### config.mk
export PLATFORM = sky130hd
export DESIGN_NAME = wh_master_ctrl
export DESIGN_NICKNAME = d
export VERILOG_FILES = /design/src/rtl/wh_pkg.sv /design/src/rtl/wh_beat_timer.sv /design/src/rtl/wh_master_ctrl.sv
export SDC_FILE = /design/constraint.sdc
export NUM_CORES = 1
export LEC_CHECK = 0
export BUFFER_PORTS_ARGS = -buffer_cell sky130_fd_sc_hd__buf_4
export CAP_MARGIN = 20
export CELL_PAD_IN_SITES_DETAIL_PLACEMENT = 0
export CELL_PAD_IN_SITES_GLOBAL_PLACEMENT = 2
export CORE_MARGIN = 2
export CORE_UTILIZATION = 25
export DETAILED_ROUTE_END_ITERATION = 12
export PLACE_DENSITY_LB_ADDON = 0.1
export SYNTH_ARGS = -nofsm -noshare
export SYNTH_HDL_FRONTEND = slang
export SYNTH_SLANG_ARGS = --single-unit
export TNS_END_PERCENT = 10
### constraint.sdc
create_clock -name clk_i -period 6.73 [get_ports clk_i]
set_input_delay 0.673 -clock clk_i [delete_from_list [all_inputs] [get_ports clk_i]]
set_output_delay 0.673 -clock clk_i [all_outputs]
set_load 0.1 [all_outputs]
### src/rtl/wh_pkg.sv
// Shared defaults and state encoding for the wh bus initiator.
package wh_pkg;
    localparam int WH_AW          = 32;
    localparam int WH_DW          = 32;
    localparam int WH_MAX_BURST   = 16;
    localparam int WH_TIMEOUT_CYC = 64;

    typedef enum logic [1:0] {IDLE, WFETCH, BUS, DONE} wh_mst_state_e;
endpackage

### src/rtl/wh_beat_timer.sv
// Counts cycles a beat has waited for ack; expired is high in the last allowed cycle.
// Single-cycle combinational expiry from a registered count; no backpressure.
module wh_beat_timer #(
    parameter int TIMEOUT_CYC = 64
) (
    input  logic clk,
    input  logic rst_n,
    input  logic clr,
    input  logic en,
    output logic expired
);
    localparam int CW = $clog2(TIMEOUT_CYC + 1);

    logic [CW-1:0] count;

    always_ff @(posedge clk or negedge rst_n) begin
        if (!rst_n) begin
            count <= '0;
        end else if (clr) begin
            count <= '0;
        end else if (en && !expired) begin
            count <= count + CW'(1);
        end
    end

    // count is 0 in the first waiting cycle, so TIMEOUT_CYC-1 marks the final one
    assign expired = en && (count == CW'(TIMEOUT_CYC - 1));
endmodule

### src/rtl/wh_master_ctrl.sv
// wh bus initiator: queued read/write bursts to cyc/stb/ack cycles, per-beat ack timeout.
// Read beat: ack to rdat_valid 1 cycle; requests stall in non-IDLE states, write beats pulled on demand.
module wh_master_ctrl
    import wh_pkg::*;
#(
    parameter int AW          = WH_AW,
    parameter int DW          = WH_DW,
    parameter int MAX_BURST   = WH_MAX_BURST,
    parameter int TIMEOUT_CYC = WH_TIMEOUT_CYC
) (
    input  logic                         clk_i,
    input  logic                         rst_i,
    input  logic                         req_valid_i,
    output logic                         req_ready_o,
    input  logic                         req_we_i,
    input  logic [AW-1:0]                req_adr_i,
    input  logic [$clog2(MAX_BURST)-1:0] req_len_i,
    input  logic [DW-1:0]                wdat_i,
    input  logic                         wdat_valid_i,
    output logic                         wdat_ready_o,
    output logic [DW-1:0]                rdat_o,
    output logic                         rdat_valid_o,
    output logic                         done_o,
    output logic                         err_o,
    output logic                         cyc_o,
    output logic                         stb_o,
    output logic                         we_o,
    output logic [AW-1:0]                adr_o,
    output logic [DW-1:0]                dat_o,
    output logic [DW/8-1:0]              sel_o,
    input  logic                         ack_i,
    input  logic [DW-1:0]                dat_i
);
    localparam int LW = $clog2(MAX_BURST);

    wh_mst_state_e state;
    logic [LW-1:0] beats_left;
    logic          expired;

    wh_beat_timer #(.TIMEOUT_CYC(TIMEOUT_CYC)) u_timer (
        .clk     (clk_i),
        .rst_n   (rst_i),
        .clr     ((state != BUS) || ack_i),
        .en      (state == BUS),
        .expired (expired)
    );

    assign req_ready_o  = (state == IDLE);
    assign wdat_ready_o = (state == WFETCH);
    assign sel_o        = '1;

    always_ff @(posedge clk_i or negedge rst_i) begin
        if (!rst_i) begin
            state        <= IDLE;
            beats_left   <= '0;
            cyc_o        <= 1'b0;
            stb_o        <= 1'b0;
            we_o         <= 1'b0;
            adr_o        <= '0;
            dat_o        <= '0;
            rdat_o       <= '0;
            rdat_valid_o <= 1'b0;
            done_o       <= 1'b0;
            err_o        <= 1'b0;
        end else begin
            rdat_valid_o <= 1'b0;
            done_o       <= 1'b0;
            err_o        <= 1'b0;
            case (state)
                IDLE: begin
                    if (req_valid_i) begin
                        cyc_o      <= 1'b1;
                        we_o       <= req_we_i;
                        adr_o      <= req_adr_i;
                        beats_left <= req_len_i;
                        if (req_we_i) begin
                            state <= WFETCH;
                        end else begin
                            stb_o <= 1'b1;
                            state <= BUS;
                        end
                    end
                end
                WFETCH: begin
                    if (wdat_valid_i) begin
                        dat_o <= wdat_i;
                        stb_o <= 1'b1;
                        state <= BUS;
                    end
                end
                BUS: begin
                    // an ack arriving in the expiry cycle still completes the beat
                    if (ack_i) begin
                        if (!we_o) begin
                            rdat_o       <= dat_i;
                            rdat_valid_o <= 1'b1;
                        end
                        if (beats_left == '0) begin
                            cyc_o  <= 1'b0;
                            stb_o  <= 1'b0;
                            done_o <= 1'b1;
                            state  <= DONE;
                        end else begin
                            adr_o      <= adr_o + AW'(DW / 8);
                            beats_left <= beats_left - LW'(1);
                            if (we_o) begin
                                stb_o <= 1'b0;
                                state <= WFETCH;
                            end
                        end
                    end else if (expired) begin
                        cyc_o  <= 1'b0;
                        stb_o  <= 1'b0;
                        done_o <= 1'b1;
                        err_o  <= 1'b1;
                        state  <= DONE;
                    end
                end
                DONE: state <= IDLE;
                default: state <= IDLE;
            endcase
        end
    end
endmodule

==> results of run 1 <==
cell families (layout without fill, tap and decap cells):
family          count (synthesis)  count (layout)  synth area share (%)
flops                         115             115                  54.2
mux                            67              67                  14.1
other cells                     1               4                0.0706
compound gates                107             107                  11.9
simple gates                  150             150                  14.7
buf+inv                        39             255                  3.60
xor+xnor                        4               4                 0.660
fa+ha+maj                       3               3                 0.707
layout by cell type (no fill, tap or decap), types with 5 or more instances in the layout:
master	count
buf_4	216
dfrtp_1	115
mux2_2	64
a21oi_1	45
nand2_1	41
nor2_1	27
o21ai_0	27
nand3_1	22
clkbuf_16	17
nand4_1	13
inv_1	8
nor3_1	8
and3_1	8
o22ai_1	7
or3_1	6
nor3b_1	5
a2bb2oi_1	5
clkinv_4	5
path summary, 6_finish.rpt:
check                             startpoint   endpoint
min in group clk_i              req_adr_i[0]   adr_o[0]
max in group asynchronous              rst_i  adr_o[30]
worst max register to register      adr_o[2]  adr_o[30]
worst max-delay path                adr_o[2]  adr_o[30]
worst min register to register      adr_o[1]   adr_o[1]
worst min-delay path                   rst_i  adr_o[16]
state kept, by name, indices dropped and copies added, names as in the netlist:
register / count
done_o: 1
rdat_o: 32
dat_o: 32
we_o: 1
u_timer.count: 7
adr_o: 32
cyc_o: 1
state: 2
err_o: 1
rdat_valid_o: 1
stb_o: 1
beats_left: 4
area by class of cell:
class	instances	area (um^2)
tap	275	344
timing repair buffer	216	1620
inverter	8	30.0
clock inverter	14	205
multi-input combinational	335	2280
sequential	115	2880
fill	2165	13200
clock buffer	17	425
critical path, cell delays in order (launching register included):
cell and delay (ns):
dfrtp_1 0.44, ha_1 0.25, nand3_2 0.16, or4_4 0.61, or3_1 0.48, or3_1 0.40
nand3_1 0.08
stage by stage:
step | instance area [um^2] | hold slack (ns) | setup WS (ns)
finish | 7790 | 0.372 | 4.23
floorplan | 5320 | 0.377 | 3.71
CTS | 7790 | 0.410 | 4.22
global route | 7790 | 0.451 | 4.13
detailed placement | 7160 | 0.475 | 4.23
global placement | 7160 | 0.470 | 4.32
per-layer routing:
layer | routed length [um] | share of wire (%) | global-route usage (%)
met5 | 0 | 0 | 0
met4 | 167 | 0.98 | 4.48
met3 | 1960 | 11 | 7.71
met2 | 7620 | 45 | 23.5
met1 | 7300 | 43 | 19.8
==> flow_metrics.py, run 1 <==
metrics = {
    "status": {
        "status": "finished, final reports clean",
    },
    "synthesis": {
        "synth_top_area_share_pct": 54.2,
        "synth_edf_count": 0,
        "synth_area_leaders": "dfrtp_1, mux2_2, a21oi_1",
        "yosys.cell_types.count": 52,
        "synthArstFlopShare_pct": 100,
        "synth_most_common_cell": "dfrtp_1",
        "synthesis.area_um2": 5310,
        "synth_top_area_cell": "dfrtp_1",
        "ys_ff_latch": 115,
        "ys_seq_area_share_pct": 54.2,
        "synthFlopType": "dfrtp_1",
        "synth_cells": 486,
        "yosys_warnings": 0,
        "avgSynthCellArea_um2": 10.9,
        "synth_commonest_cells": "dfrtp_1, mux2_2, a21oi_1, nand2_1, nor2_1",
    },
    "global_route": {
        "grt-ovfl-total": 0,
        "antenna_found_initial": 0,
        "grt_pass1_vias": 4742,
        "grt_max_degree": 70,
        "grt_usage_pct": 15.6,
        "grt_pass1_wl_um": 26700,
    },
    "layout": {
        "final_util_pct": 37.2,
        "layout-drive-gt1-share_pct": 46.1,
        "diodes": 0,
        "nNetsFinal": 802,
        "syn2layout_area_growth_pct": 46.6,
        "layout.cells.non_filler": 980,
    },
    "die": {
        "initial_core_util_pct": 25.3,
        "core_area_um2": 21000,
        "io_pins": 214,
        "die_height_um": 150,
        "die_x_um": 150,
        "die_area_um2": 22400,
        "rows": 53,
    },
    "setup_path": {
        "crit_fanout": 6,
        "crit_required_ns": 7.07,
        "reg2regPathDepth": 6,
        "setup.worst_path.start_class": "register",
        "cp-end-kind": "register",
        "worstPathArrival_ns": 2.84,
        "crit_type": "register to register",
        "ff2ff_setup_slack_ns": 4.23,
    },
    "placement": {
        "dp_cells": 949,
        "place.gp.congestion": 0.732,
        "portBuffers": 209,
        "dp_hpwl_um": 12100,
    },
    "clock_network": {
        "tritoncts": "done",
        "cts_root_buffer": "clkbuf_16",
        "post_cts.repair.setup_buffers": 0,
        "htreeDepth": 4,
        "cts.sinks": 115,
        "cts_buffer_depth": 2,
        "cts_buffers": 17,
        "clk_latency_ns": 0.42,
        "cts_resized": 0,
        "cts_hold_buffers": 0,
        "path_clk_slew_ns": 0.06,
    },
    "sta": {
        "layout_min_cycle_time_ns": 2.50,
        "setup_viol": 0,
        "hold_violations": 0,
        "rsz0062_at_grt": "no",
        "fmax_ghz": 0.400,
        "worst_pin_slew_ns": 0.975,
        "skew_ns": 0.00919,
        "fin_tns_setup_ns": 0,
        "slew_headroom_pct": 34.8,
        "fin_crit_sh_pct": 37.1,
        "maxSlewViolCount": 0,
    },
    "routing": {
        "wl_um": 17000,
        "drt_iter0_drc": 219,
        "drc": 0,
        "dr.pass1.iters": 4,
        "vias_per_cell": 4.70,
        "drtAntennaViolNets": 0,
        "vias": 4605,
        "post_drt_wl_per_cell_um": 17.4,
    },
    "worst_hold_path": {
        "holdCritPathClass": "input port to async pin",
    },
    "job": {
        "cap_violations": 0,
    },
}
Power of run 1 is not shown: default switching activity piles up to over one toggle a cycle in this logic, so the estimate is an artifact.
==> inputs of run 2 (changes only) <==
clock period = 2.25 ns   (was 6.73 ns; I/O delays follow)
==> flow_metrics.py, run 2 (synthesis results as in run 1) <==
metrics = {
    "routing": {
        "post_drt_wl_per_cell_um": 17.7,
        "vias": 4650,
        "drtAntennaViolNets": 0,
        "drc": 0,
        "vias_per_cell": 4.67,
        "dr.pass1.iters": 4,
        "wl_um": 17600,
        "drt_iter0_drc": 187,
    },
    "global_route": {
        "grt-ovfl-total": 0,
        "grt_pass1_vias": 5018,
        "antenna_found_initial": 0,
        "grt_max_degree": 52,
        "grt_pass1_wl_um": 27800,
        "grt_usage_pct": 16.1,
    },
    "layout": {
        "nNetsFinal": 817,
        "largest_registers": "adr_o: 32 flops, dat_o: 32 flops, rdat_o: 32 flops",
        "fin_area_um2": 8040,
        "final_cell_mix": "buf_4, dfrtp_1, mux2_2",
        "final_util_pct": 38.3,
        "syn2layout_area_growth_pct": 51.3,
        "final_common_cell": "buf_4",
        "diodes": 0,
        "layout-drive-gt1-share_pct": 49.7,
    },
    "sta": {
        "hold_violations": 0,
        "skew_ns": 0.0109,
        "fin_ws_ns": 0.0974,
        "rsz0062_at_grt": "no",
        "worst_pin_slew_ns": 0.579,
        "setup_viol": 0,
        "fin_crit_sh_pct": 95.7,
        "maxSlewViolCount": 0,
        "slew_headroom_pct": 61.4,
        "hold-worst-slack_ns": 0.0168,
        "fmax_ghz": 0.465,
        "layout_min_cycle_time_ns": 2.15,
    },
    "placement": {
        "place_area_um2": 7380,
        "place.gp.congestion": 0.780,
        "dp_slack_ns": 0.0667,
        "portBuffers": 209,
        "dp_hpwl_um": 12600,
    },
    "clock_network": {
        "cts.sinks": 115,
        "cts_root_buffer": "clkbuf_16",
        "cts_buffer_depth": 2,
        "cts_buffers": 17,
        "clk_latency_ns": 0.41,
        "htreeDepth": 4,
        "post_cts.repair.setup_buffers": 0,
        "tritoncts": "done",
        "path_clk_slew_ns": 0.06,
    },
    "status": {
        "status": "finished, final reports clean",
    },
    "setup_path": {
        "reg2regPathDepth": 6,
        "startpoint": "adr_o[2]",
        "max_stage_delay_ns": 0.55,
        "crit_fanout": 6,
        "worst-path-buf-inv": 0,
        "crit_required_ns": 2.60,
        "worstPathArrival_ns": 2.50,
        "reg2reg_to": "adr_o[30]",
        "crit_type": "register to register",
        "cp_cell_sequence": "ha_4 -> nand3_4 -> or4_4 -> or3_4 -> or3_1 -> nand3_1",
        "cpMaxStageDelayCell": "or4_4",
        "setup.worst_path.start_class": "register",
        "cp_top_family": "simple AND/OR/NAND/NOR gates",
        "r2r_start": "adr_o[2]",
        "cp-end-kind": "register",
        "ff2ff_setup_slack_ns": 0.1,
    },
    "die": {
        "die_x_um": 150,
        "rows": 53,
        "core_area_um2": 21000,
        "die_height_um": 150,
        "io_pins": 214,
        "die_area_um2": 22400,
        "initial_core_util_pct": 25.3,
    },
    "worst_hold_path": {
        "worstHoldPathCells": 3,
        "holdPathEnd": "adr_o[1]",
        "holdCritPathClass": "input port to register",
        "min_from": "req_adr_i[1]",
    },
    "job": {
        "cap_violations": 0,
    },
}
-- run 2: cell count changes in the layout (fill, tap and decap cells not counted), moves of 2 or more --
cell           previous run  this run
dfrtp_1                 115        97
dfrtp_2                   0        11
buf_4                   216       223
dfrtp_4                   0         7
buf_12                    0         5
dlygate4sd3_1             0         2
-- run 2: final cells by class --
type	instances	area (um^2)
inverter	8	30.0
clock buffer	17	425
sequential	115	2920
timing repair buffer	231	1810
multi-input combinational	335	2310
tap	275	344
clock inverter	14	204
fill	2127	12900
-- run 2: worst reg2reg max path: cells and delay by family, from the launching register on --
| family | cells | cell delay (ns) |
|---|---|---|
| adder cells (fa/ha/maj) | 1 | 0.16 |
| AND/OR/NAND/NOR | 5 | 1.49 |
| flip-flops | 1 | 0.45 |
-- run 2: how the worst max path moves through the flow --
stage	to	slack, ns	cells past startpoint
after floorplan	adr_o[30]	-0.09	7
after global placement	adr_o[30]	0.08	6
after detailed placement	adr_o[30]	0.07	6
after CTS	adr_o[30]	0.05	6
after global routing	adr_o[12]	0.02	7
final	adr_o[30]	0.1	6
-- run 2: per-layer routing --
metal	vias up	global-route usage, %	wire [um]
met5	-	0	0
met4	0	4.39	178
met3	12	7.41	1850
met2	170	25.0	8040
met1	2252	20.2	7520
li1	2216	-	-
-- run 2: through the flow --
stage / cells / setup TNS (ns)
global route: 995 / 0
detailed placement: 962 / 0
global placement: 962 / 0
finish: 995 / 0
CTS: 995 / 0
floorplan: 489 / -0.425
-- run 2: repair_timing --
action                                 in CTS  in global routing
setup endpoints to repair                   0                  4
hold buffers                                2                  0
gates resized for setup                     0                  2
endpoints found under the hold margin      35                  0
Power of run 2 is left out for the same reason.
==> inputs of run 3 (changes only) <==
CORE_ASPECT_RATIO = 0.5   (was default)
GPL_ROUTABILITY_DRIVEN = 0   (was default)
==> flow_metrics.py, run 3 (synthesis results as in run 1) <==
metrics = {
    "routing": {
        "drt_iter0_drc": 183,
        "met3_wirelength_um": 1240,
        "wl_um": 17600,
        "drtAntennaViolNets": 0,
        "dr.pass1.iters": 4,
        "highest_layer": "met4",
        "vias": 4670,
        "post_drt_wl_per_cell_um": 17.7,
        "drc": 0,
        "wl_met1_um": 8050,
        "wl_met2_um": 8090,
        "vias_per_cell": 4.68,
    },
    "clock_network": {
        "tritoncts": "done",
        "cts_resized": 0,
        "post_cts.repair.setup_buffers": 0,
        "cts_buffer_depth": 2,
        "cts_buffers": 17,
        "cts.sinks": 115,
        "clk_latency_ns": 0.42,
        "cts_root_buffer": "clkbuf_16",
        "htreeDepth": 4,
        "cts_hold_buffers": 4,
        "path_clk_slew_ns": 0.06,
    },
    "layout": {
        "nNetsFinal": 821,
        "layout.cells.non_filler": 998,
        "final_common_cell": "buf_4",
        "fillCellCount": 2085,
        "final_cell_mix": "buf_4, dfrtp_1, mux2_2",
        "syn2layout_area_growth_pct": 51.3,
        "diodes": 0,
        "largest_registers": "adr_o: 32 flops, dat_o: 32 flops, rdat_o: 32 flops",
        "layout-drive-gt1-share_pct": 49.2,
    },
    "setup_path": {
        "setup.worst_path.start_class": "register",
        "worstPathArrival_ns": 2.49,
        "crit_required_ns": 2.60,
        "cp-end-kind": "register",
        "crit_type": "register to register",
        "crit_fanout": 6,
    },
    "global_route": {
        "antenna_found_initial": 0,
        "grt-ovfl-total": 0,
        "grt_pass1_wl_um": 27600,
        "grt_max_degree": 49,
        "grt_usage_pct": 16.2,
        "grt_pass1_vias": 4818,
    },
    "die": {
        "initial_core_util_pct": 25.7,
        "io_pins": 214,
        "rows": 37,
        "die_x_um": 210,
        "die_height_um": 107,
        "core_area_um2": 20700,
        "die_area_um2": 22500,
    },
    "sta": {
        "setup_viol": 0,
        "fin_crit_sh_pct": 95.1,
        "rsz0062_at_grt": "no",
        "hold_violations": 0,
        "layout_min_cycle_time_ns": 2.14,
        "skew_ns": 0.00683,
        "maxSlewViolCount": 0,
        "fin_tns_setup_ns": 0,
        "fmax_ghz": 0.467,
    },
    "job": {
        "cap_violations": 0,
    },
    "worst_hold_path": {
        "holdCritPathClass": "input port to register",
    },
    "placement": {
        "dp_cells": 962,
        "dp_hpwl_um": 12700,
        "portBuffers": 209,
    },
    "status": {
        "status": "finished, final reports clean",
    },
}
## run 3: cell count changes in the layout (fill, tap and decap cells not counted), sizes merged
cell	delta
inv	-2
clkinvlp	-1
buf	+2
dlygate4sd3	+2
bufinv	-1
clkinv	+1
clkbuf	+4
## run 3: final timing paths
| path | start | to | slack, ns | depth (start not counted) |
|---|---|---|---|---|
| worst min-delay path | dat_i[23] | rdat_o[23] | 0.03 | 2 |
| worst min register to register | adr_o[1] | adr_o[1] | 0.49 | 2 |
| max in group asynchronous | rst_i | adr_o[10] | 1.49 | 3 |
| worst max-delay path | adr_o[3] | adr_o[30] | 0.11 | 6 |
| worst max register to register | adr_o[3] | adr_o[30] | 0.11 | 6 |
| min in group asynchronous | rst_i | rdat_o[7] | 0.21 | 2 |
## run 3: per-stage QoR
step                hold slack, ns  cell area, um^2  util (%)  setup slack (ns)
finish                      0.0300             8030      38.8             0.109
global route                0.0110             8030      38.8            0.0181
CTS                        0.00717             8030      38.8            0.0905
detailed placement           0.112             7380      35.7             0.107
global placement             0.113             7380      35.7             0.124
floorplan                  -0.0706             5380         -           -0.0921
## run 3: layout make-up
cell class | instances | area, um^2 | share of cell area (%)
flip-flops and latches | 115 | 2920 | 36.3
multi-input cells | 335 | 2290 | 28.5
repair buffers | 235 | 1840 | 22.9
clock buffers | 21 | 460 | 5.73
well taps | 273 | 342 | 4.25
clock inverters | 11 | 154 | 1.92
inverters | 8 | 30.0 | 0.374
## run 3: critical path: stages (launching register included)
cell	delay (ns)
dfrtp_4	0.45
ha_4	0.16
nand3_4	0.07
or4_4	0.52
or3_1	0.46
or3_1	0.34
nand3_1	0.07
## run 3: layer usage
metal | global-route usage [%] | vias up
met5 | 0 | -
met4 | 5.93 | 0
met3 | 6.03 | 17
met2 | 24.4 | 113
met1 | 21.2 | 2322
li1 | - | 2218
Power of run 3 is left out for the same reason.
